===== src/rtl/gpio_ctrl.sv =====
// gpio_ctrl: memory-mapped GPIO block on the CPU data bus. It has per-pin
// direction control, output toggling, synchronised inputs, sticky edge
// status, and one level interrupt. Read data is registered, so it has
// one cycle of latency, the same as the data RAM.
module gpio_ctrl #(
  parameter int          WIDTH     = 8,
  parameter logic [31:0] BASE_ADDR = 32'h0000_0400
) (
  input  logic             clk,
  input  logic             rstn,
  input  logic [31:0]      data_addr,
  input  logic             datamem_rd,
  input  logic             datamem_wr,
  input  logic [31:0]      data_wr,
  output logic [31:0]      data_rd,
  input  logic [WIDTH-1:0] gpio_i,
  output logic [WIDTH-1:0] gpio_o,
  output logic [WIDTH-1:0] gpio_oe,
  output logic             irq
);

  localparam logic [2:0] REG_DATA_OUT = 3'd0;
  localparam logic [2:0] REG_DIR      = 3'd1;
  localparam logic [2:0] REG_DATA_IN  = 3'd2;
  localparam logic [2:0] REG_IRQ_EN   = 3'd3;
  localparam logic [2:0] REG_RISE_EN  = 3'd4;
  localparam logic [2:0] REG_FALL_EN  = 3'd5;
  localparam logic [2:0] REG_STATUS   = 3'd6;
  localparam logic [2:0] REG_TOGGLE   = 3'd7;

  logic [WIDTH-1:0] data_out, dir, irq_en, rise_en, fall_en, irq_status;
  logic [WIDTH-1:0] s1, s2, prev;
  logic [WIDTH-1:0] wdata, rise, fall, status_set, status_clr;
  logic [2:0]       sel;
  logic             hit, wr, rd;
  logic [31:0]      rd_word;
  logic             unused_bits;

  // Byte lanes and the upper write-data bits beyond WIDTH are ignored by design.
  assign unused_bits = ^{data_addr[1:0], data_wr};

  assign hit   = (data_addr[31:5] == BASE_ADDR[31:5]);
  assign sel   = data_addr[4:2];
  assign wr    = datamem_wr & hit;
  assign rd    = datamem_rd & hit;
  assign wdata = data_wr[WIDTH-1:0];

  assign rise       = s2 & ~prev;
  assign fall       = ~s2 & prev;
  assign status_set = (rise & rise_en) | (fall & fall_en);
  assign status_clr = (wr && sel == REG_STATUS) ? wdata : '0;

  assign gpio_o  = data_out;
  assign gpio_oe = dir;
  assign irq     = |(irq_status & irq_en);

  // Two-flop synchroniser for the asynchronous pins. The prev flop is used for edge detection.
  always_ff @(posedge clk or negedge rstn) begin
    if (!rstn) begin
      s1   <= '0;
      s2   <= '0;
      prev <= '0;
    end else begin
      s1   <= gpio_i;
      s2   <= s1;
      prev <= s2;
    end
  end

  // Control register writes. If a hardware edge and a W1C hit the same status bit in one cycle, the edge wins.
  always_ff @(posedge clk or negedge rstn) begin
    if (!rstn) begin
      data_out   <= '0;
      dir        <= '0;
      irq_en     <= '0;
      rise_en    <= '0;
      fall_en    <= '0;
      irq_status <= '0;
    end else begin
      irq_status <= (irq_status & ~status_clr) | status_set;
      if (wr) begin
        case (sel)
          REG_DATA_OUT: data_out <= wdata;
          REG_DIR:      dir      <= wdata;
          REG_IRQ_EN:   irq_en   <= wdata;
          REG_RISE_EN:  rise_en  <= wdata;
          REG_FALL_EN:  fall_en  <= wdata;
          REG_TOGGLE:   data_out <= data_out ^ wdata;
          default: ;
        endcase
      end
    end
  end

  // Read mux. The value is zero-extended to the bus width. TOGGLE and unmapped cases read as zero.
  always_comb begin
    rd_word = '0;
    case (sel)
      REG_DATA_OUT: rd_word[WIDTH-1:0] = data_out;
      REG_DIR:      rd_word[WIDTH-1:0] = dir;
      REG_DATA_IN:  rd_word[WIDTH-1:0] = s2;
      REG_IRQ_EN:   rd_word[WIDTH-1:0] = irq_en;
      REG_RISE_EN:  rd_word[WIDTH-1:0] = rise_en;
      REG_FALL_EN:  rd_word[WIDTH-1:0] = fall_en;
      REG_STATUS:   rd_word[WIDTH-1:0] = irq_status;
      default:      rd_word = '0;
    endcase
  end

  // Registered read data. It holds for the single cycle after a read strobe and is zero at all other times.
  always_ff @(posedge clk or negedge rstn) begin
    if (!rstn) data_rd <= '0;
    else       data_rd <= rd ? rd_word : 32'h0;
  end

endmodule


===== config.mk =====
export PLATFORM = sky130hd
export DESIGN_NAME = gpio_ctrl
export DESIGN_NICKNAME = d
export VERILOG_FILES = /design/src/rtl/gpio_ctrl.sv
export SDC_FILE = /design/constraint.sdc
export NUM_CORES = 1
export LEC_CHECK = 0
export ABC_AREA = 1
export CAP_MARGIN = 20
export CORE_MARGIN = 3
export CORE_UTILIZATION = 34
export CTS_CLUSTER_DIAMETER = 100
export DETAILED_ROUTE_END_ITERATION = 10
export GPL_TIMING_DRIVEN = 0
export PLACE_DENSITY_LB_ADDON = 0.05
export SYNTH_ARGS = -nofsm -noshare
export SYNTH_HDL_FRONTEND = slang
export SYNTH_SLANG_ARGS = --single-unit

===== constraint.sdc =====
create_clock -name clk -period 2.2 [get_ports clk]
set_input_delay 0.22 -clock clk [delete_from_list [all_inputs] [get_ports clk]]
set_output_delay 0.22 -clock clk [all_outputs]
set_load 0.03 [all_outputs]

==> results of run 1 <==
==> placed cells by master, fill, tap and decap left out, drive strengths merged, types with 3 or more instances in the layout <==
| cell type | synthesis | final |
|---|---|---|
| nand2 | 105 | 105 |
| clkinvlp | 0 | 3 |
| o21ai | 50 | 50 |
| dfrtp | 80 | 80 |
| a31oi | 7 | 7 |
| nand3 | 14 | 14 |
| a21oi | 5 | 5 |
| inv | 44 | 45 |
| o22ai | 5 | 5 |
| nor3 | 14 | 14 |
| conb | 1 | 24 |
| xor2 | 8 | 8 |
| nand4 | 10 | 10 |
| buf | 35 | 37 |
| clkdlybuf4s50 | 0 | 69 |
| nor2 | 34 | 34 |
| clkbuf | 0 | 10 |
==> state kept, by name, indices dropped and copies added (netlist names) <==
register,flops
data_rd,8
fall_en,8
gpio_o,8
gpio_oe,8
irq_en,8
irq_status,8
prev,8
rise_en,8
s1,8
s2,8
==> what timing repair did <==
action                                  in CTS  in global routing
hold endpoints to repair                    24                  0
hold buffers                                 1                  0
resized for setup                            1                  0
endpoints found under the setup margin       1                  0
==> how the worst min path moves through the flow <==
stage | start | endpoint | cells after the start | slack, ns
floorplan | rstn | data_rd[0] | 0 | -0.08
finish | rstn | irq_status[2] | 2 | 0.30
detailed placement | rstn | data_rd[4] | 1 | 0.15
global placement | s1[6] | s2[6] | 0 | 0.33
CTS | gpio_i[6] | s1[6] | 1 | 0.28
global route | gpio_i[6] | s1[6] | 1 | 0.28
==> metal layers <==
layer,track usage,vias up,wire length (µm)
met5,0,-,0
met4,0.0576,0,166
met1,0.229,1460,4660
met2,0.248,116,4410
li1,-,1526,-
met3,0.0413,12,703
==> area by class of cell <==
class	instances	area share
multi-input combinational	282	0.288
sequential	80	0.399
inverter	44	0.0330
clock buffer	10	0.0275
timing repair buffer	73	0.149
clock inverter	6	0.0182
buffer	35	0.0517
tap	136	0.0339
==> stage by stage <==
stage / worst slack, ns / utilization / instances
floorplan: 0.829 / - / 441
global placement: -2.00 / 0.450 / 648
detailed placement: 0.145 / 0.452 / 649
CTS: 0.137 / 0.475 / 666
global route: 0.0530 / 0.475 / 666
finish: 0.161 / 0.475 / 666
==> where the power goes <==
group / internal [mW] / total, mW / switching, mW
Sequential: 1.49 / 1.50 / 0.0116
Combinational: 0.130 / 0.307 / 0.177
Clock: 0.674 / 1.23 / 0.558
==> cell families (layout without fill, tap and decap cells) <==
group	Yosys count	after routing	synth area share
DFF	80	80	0.529
AOI/OAI and AO/OA	72	72	0.112
xor gates and xnor gates	8	8	0.0185
and+or+nand+nor	178	178	0.227
other	1	24	0.000991
buffers and inverters	79	168	0.112
==> results.cfg, run 1 <==
[synthesis]
synth_area_leaders = dfrtp_1 53%, nand2_1 10%, o21ai_0 5.6%
ys_top_cells_by_count = 101 x nand2_1, 80 x dfrtp_1, 43 x inv_1
ys.flop_type = dfrtp_1
synth_top_cell_by_area = dfrtp_1
syn_inst = 418
synthArstFlopShare = 1.00
yosysTopAreaCellShare = 0.529
synth_seq_cells = 80
synth_area_um2 = 3780
synth.yosys.warnings = 0
synth.avg_cell_area_um2 = 9.05
ys_seq_area_frac = 0.529
yosysMostFrequentCell = nand2_1
synth_edf_count = 0
synth_cell_types = 32

[setup_path]
r2r_start = gpio_o[6]
r2r_cells = 4
timing.rr.end = data_rd[6]
worstSetupEndpoint = irq
critPathKind = flop to output pin
rrSetupSlack_ns = 1.17
worstPathMaxFanout = 2
cp_top_family = buffers and inverters
end_kind = output pin
path_cells = inv_1, o22ai_1, a221oi_1, nand2_1, dlygate4sd2_1
path_buf_inv = 2
cp.required_ns = 1.98
critPathArrivalTime_ns = 1.82
worst-path-stages = 5
startpoint = irq_status[2]
slowest_delay_ns = 0.40
cp_slowest_cell = dfrtp_1
cp-start-kind = flop

[detailed_routing]
wl_per_cell_um = 14.9
drc = 0
drt-total-wl_mm = 9.93
num_vias = 3114
drtAntennaViolNets = 0
first_pass_iters = 4
viasPerCell = 4.68
drt_iter0_markers = 176

[placed_design]
gp_congestion = 0.822
placed_cell_area_um2 = 4770
post-dp-hpwl_mm = 7.41
port_buffers = 71

[clocking]
cts_sinks = 80
cts.clk_slew.worst_paths_ns = 0.09
cts_made_buffers = 9
clkLatencyLatePin_ns = 0.35
postCtsSetupRepairBufs = 0
clockBufferDepth = 2
cts.htree.levels = 3
cts_root_buf = clkbuf_8
cts_tree = done

[cells_and_area]
post_route_cells_drive_above_1_share = 0.149
multi_input_area_um2 = 1440
fin_area_um2 = 5010
synthToLayoutAreaGrowth_pct = 32.5
antenna_cells = 0
layout.area.seq_um2 = 2000
nFillCells = 1062
layout.nets = 601

[grt]
overflow = 0
grt_max_degree = 57
grt_pass1_vias = 3031
grt_pass1_wl_mm = 16.1
antenna_found_initial = 0
grt.total_usage = 0.164

[floorplan]
std_cell_rows = 37
die_height_um = 111
die-area_um2 = 12400
io_pins = 125
die_x_um = 111
start_util = 0.358
core-area_um2 = 10600

[timing]
setup_tns_ns = 0
hold_viol_final = 0
worst_pin_slew_ns = 0.770
hold_ws_ns = 0.300
slew_violations = 0
rsz0062_at_grt = no
period_needed_ns = 2.04
finalCritPeriodShare = 0.927
clock_skew_ns = 0.00933
setup_viol = 0
fmax_mhz = 491
slew_headroom = 0.484

[power_and_ir_drop]
leakagePower_nw = 2.26
power.density_nw_per_um2 = 607
total_power_mw = 3.04
ir_worst_vdd_mv = 0.347

[status]
status = finished, final reports clean

[worst_hold_path]
hold_class = primary input to async pin

[run]
drv_cap = 0
(Power assumes the default switching activity.)
==> run 2: changes to the inputs <==
Settings changed: RECOVER_POWER from default to 50.
==> results.cfg, run 2 (synthesis results as in run 1) <==
[placed_design]
post-dp-hpwl_mm = 7.41
dp.cells = 649
port_buffers = 71
gp_congestion = 0.822

[cells_and_area]
synthToLayoutAreaGrowth_pct = 32.0
final_cells = 666
post_route_cells_drive_above_1_share = 0.147
final_util = 0.473
layout_commonest_cell = nand2_1
final_cell_mix = 101 x nand2_1, 80 x dfrtp_1, 61 x clkdlybuf4s50_1
antenna_cells = 0
layout.nets = 601

[setup_path]
slowest_delay_ns = 0.40
cp.required_ns = 1.98
path_cells = inv_1, o22ai_1, a221oi_1, nand2_1, dlygate4sd2_1
end_kind = output pin
critPathKind = flop to output pin
rrSetupSlack_ns = 1.17
cp_slowest_cell = dfrtp_1
critPathArrivalTime_ns = 1.79
cp-start-kind = flop
worstPathMaxFanout = 2

[grt]
antenna_found_initial = 0
grt_pass1_vias = 3031
grt_pass1_wl_mm = 16.1
grt_max_degree = 57
grt.total_usage = 0.164
overflow = 0

[clocking]
cts.htree.levels = 3
cts_root_buf = clkbuf_8
cts_made_buffers = 9
cts.clk_slew.worst_paths_ns = 0.09
cts_tree = done
clkLatencyLatePin_ns = 0.36
cts_sinks = 80
postCtsSetupRepairBufs = 0
clockBufferDepth = 2

[power_and_ir_drop]
power.density_nw_per_um2 = 609
leakagePower_nw = 2.25
ir_worst_vdd_mv = 0.345
total_power_mw = 3.04

[floorplan]
core-area_um2 = 10600
die_height_um = 111
die-area_um2 = 12400
io_pins = 125
std_cell_rows = 37
start_util = 0.358
die_x_um = 111

[detailed_routing]
drt-total-wl_mm = 9.95
viasPerCell = 4.67
first_pass_iters = 4
wl_per_cell_um = 14.9
drc = 0
drtAntennaViolNets = 0
drt_iter0_markers = 163
num_vias = 3112

[timing]
slew_violations = 0
finalCritPeriodShare = 0.913
fmax_mhz = 498
setup_viol = 0
worst_pin_slew_ns = 1.29
slew_headroom = 0.141
period_needed_ns = 2.01
clock_skew_ns = 0.0103
rsz0062_at_grt = no
hold_viol_final = 0

[run]
drv_cap = 0

[status]
status = finished, final reports clean

[worst_hold_path]
hold_class = primary input to flop
-- run 2: cell types whose count changed in the layout (fill, tap and decap cells not counted), sizes merged --
cell	previous run	this run
buf	37	36
clkbuf	10	11
dlygate4sd3	1	9
clkdlybuf4s50	69	61
-- run 2: layout make-up --
| cell class | instances | area [µm²] |
|---|---|---|
| buffer | 35 | 259 |
| tap | 136 | 170 |
| clock buffer | 10 | 138 |
| timing repair buffer | 73 | 724 |
| inverter | 44 | 165 |
| multi-input combinational | 282 | 1440 |
| fill | 1064 | 5560 |
| clock inverter | 6 | 91.3 |
| sequential | 80 | 2000 |
-- run 2: power breakdown --
| group | switching [mW] | internal [mW] |
|---|---|---|
| clock network | 0.562 | 0.674 |
| logic | 0.176 | 0.123 |
| registers | 0.0117 | 1.49 |
| total | 0.751 | 2.29 |
-- run 2: repair_timing --
item	4_1_cts	5_1_grt
endpoints found under the hold margin	24	0
resized for setup	1	0
hold buffers	1	0
setup endpoints to repair	1	0
-- run 2: per-layer routing --
| layer | global-route usage | part of all wire | up-vias |
|---|---|---|---|
| met5 | 0 | 0 | - |
| met1 | 0.229 | 0.48 | 1453 |
| li1 | - | - | 1527 |
| met3 | 0.0413 | 0.068 | 17 |
| met2 | 0.248 | 0.44 | 115 |
| met4 | 0.0576 | 0.017 | 0 |
-- run 2: worst paths after layout --
check                              start       endpoint  depth (start not counted)
max                        irq_status[2]            irq                          5
min                         data_addr[3]      gpio_o[4]                          4
max reg2reg                    gpio_o[6]     data_rd[6]                          4
min reg2reg                        s1[5]          s2[5]                          0
max in group asynchronous           rstn      irq_en[4]                          3
min in group asynchronous           rstn  irq_status[2]                          2
-- run 2: metrics by stage --
step	TNS (ns)	cell area, µm²	setup WS [ns]	hold slack, ns
after global routing	0	4990	0.0473	0.361
after detailed placement	0	4770	0.145	0.149
after global placement	-159.75	4750	-2.00	0.332
after floorplan	0	3870	0.829	-0.0756
final	0	4990	0.192	0.341
after CTS	0	5010	0.137	0.275
-- run 2: critical path, delay by kind of cell, from the launching register on --
| family | cells | cell delay [ns] |
|---|---|---|
| buffers and inverters | 2 | 0.47 |
| AOI/OAI and AO/OA | 2 | 0.44 |
| DFF | 1 | 0.40 |
| and+or+nand+nor | 1 | 0.13 |
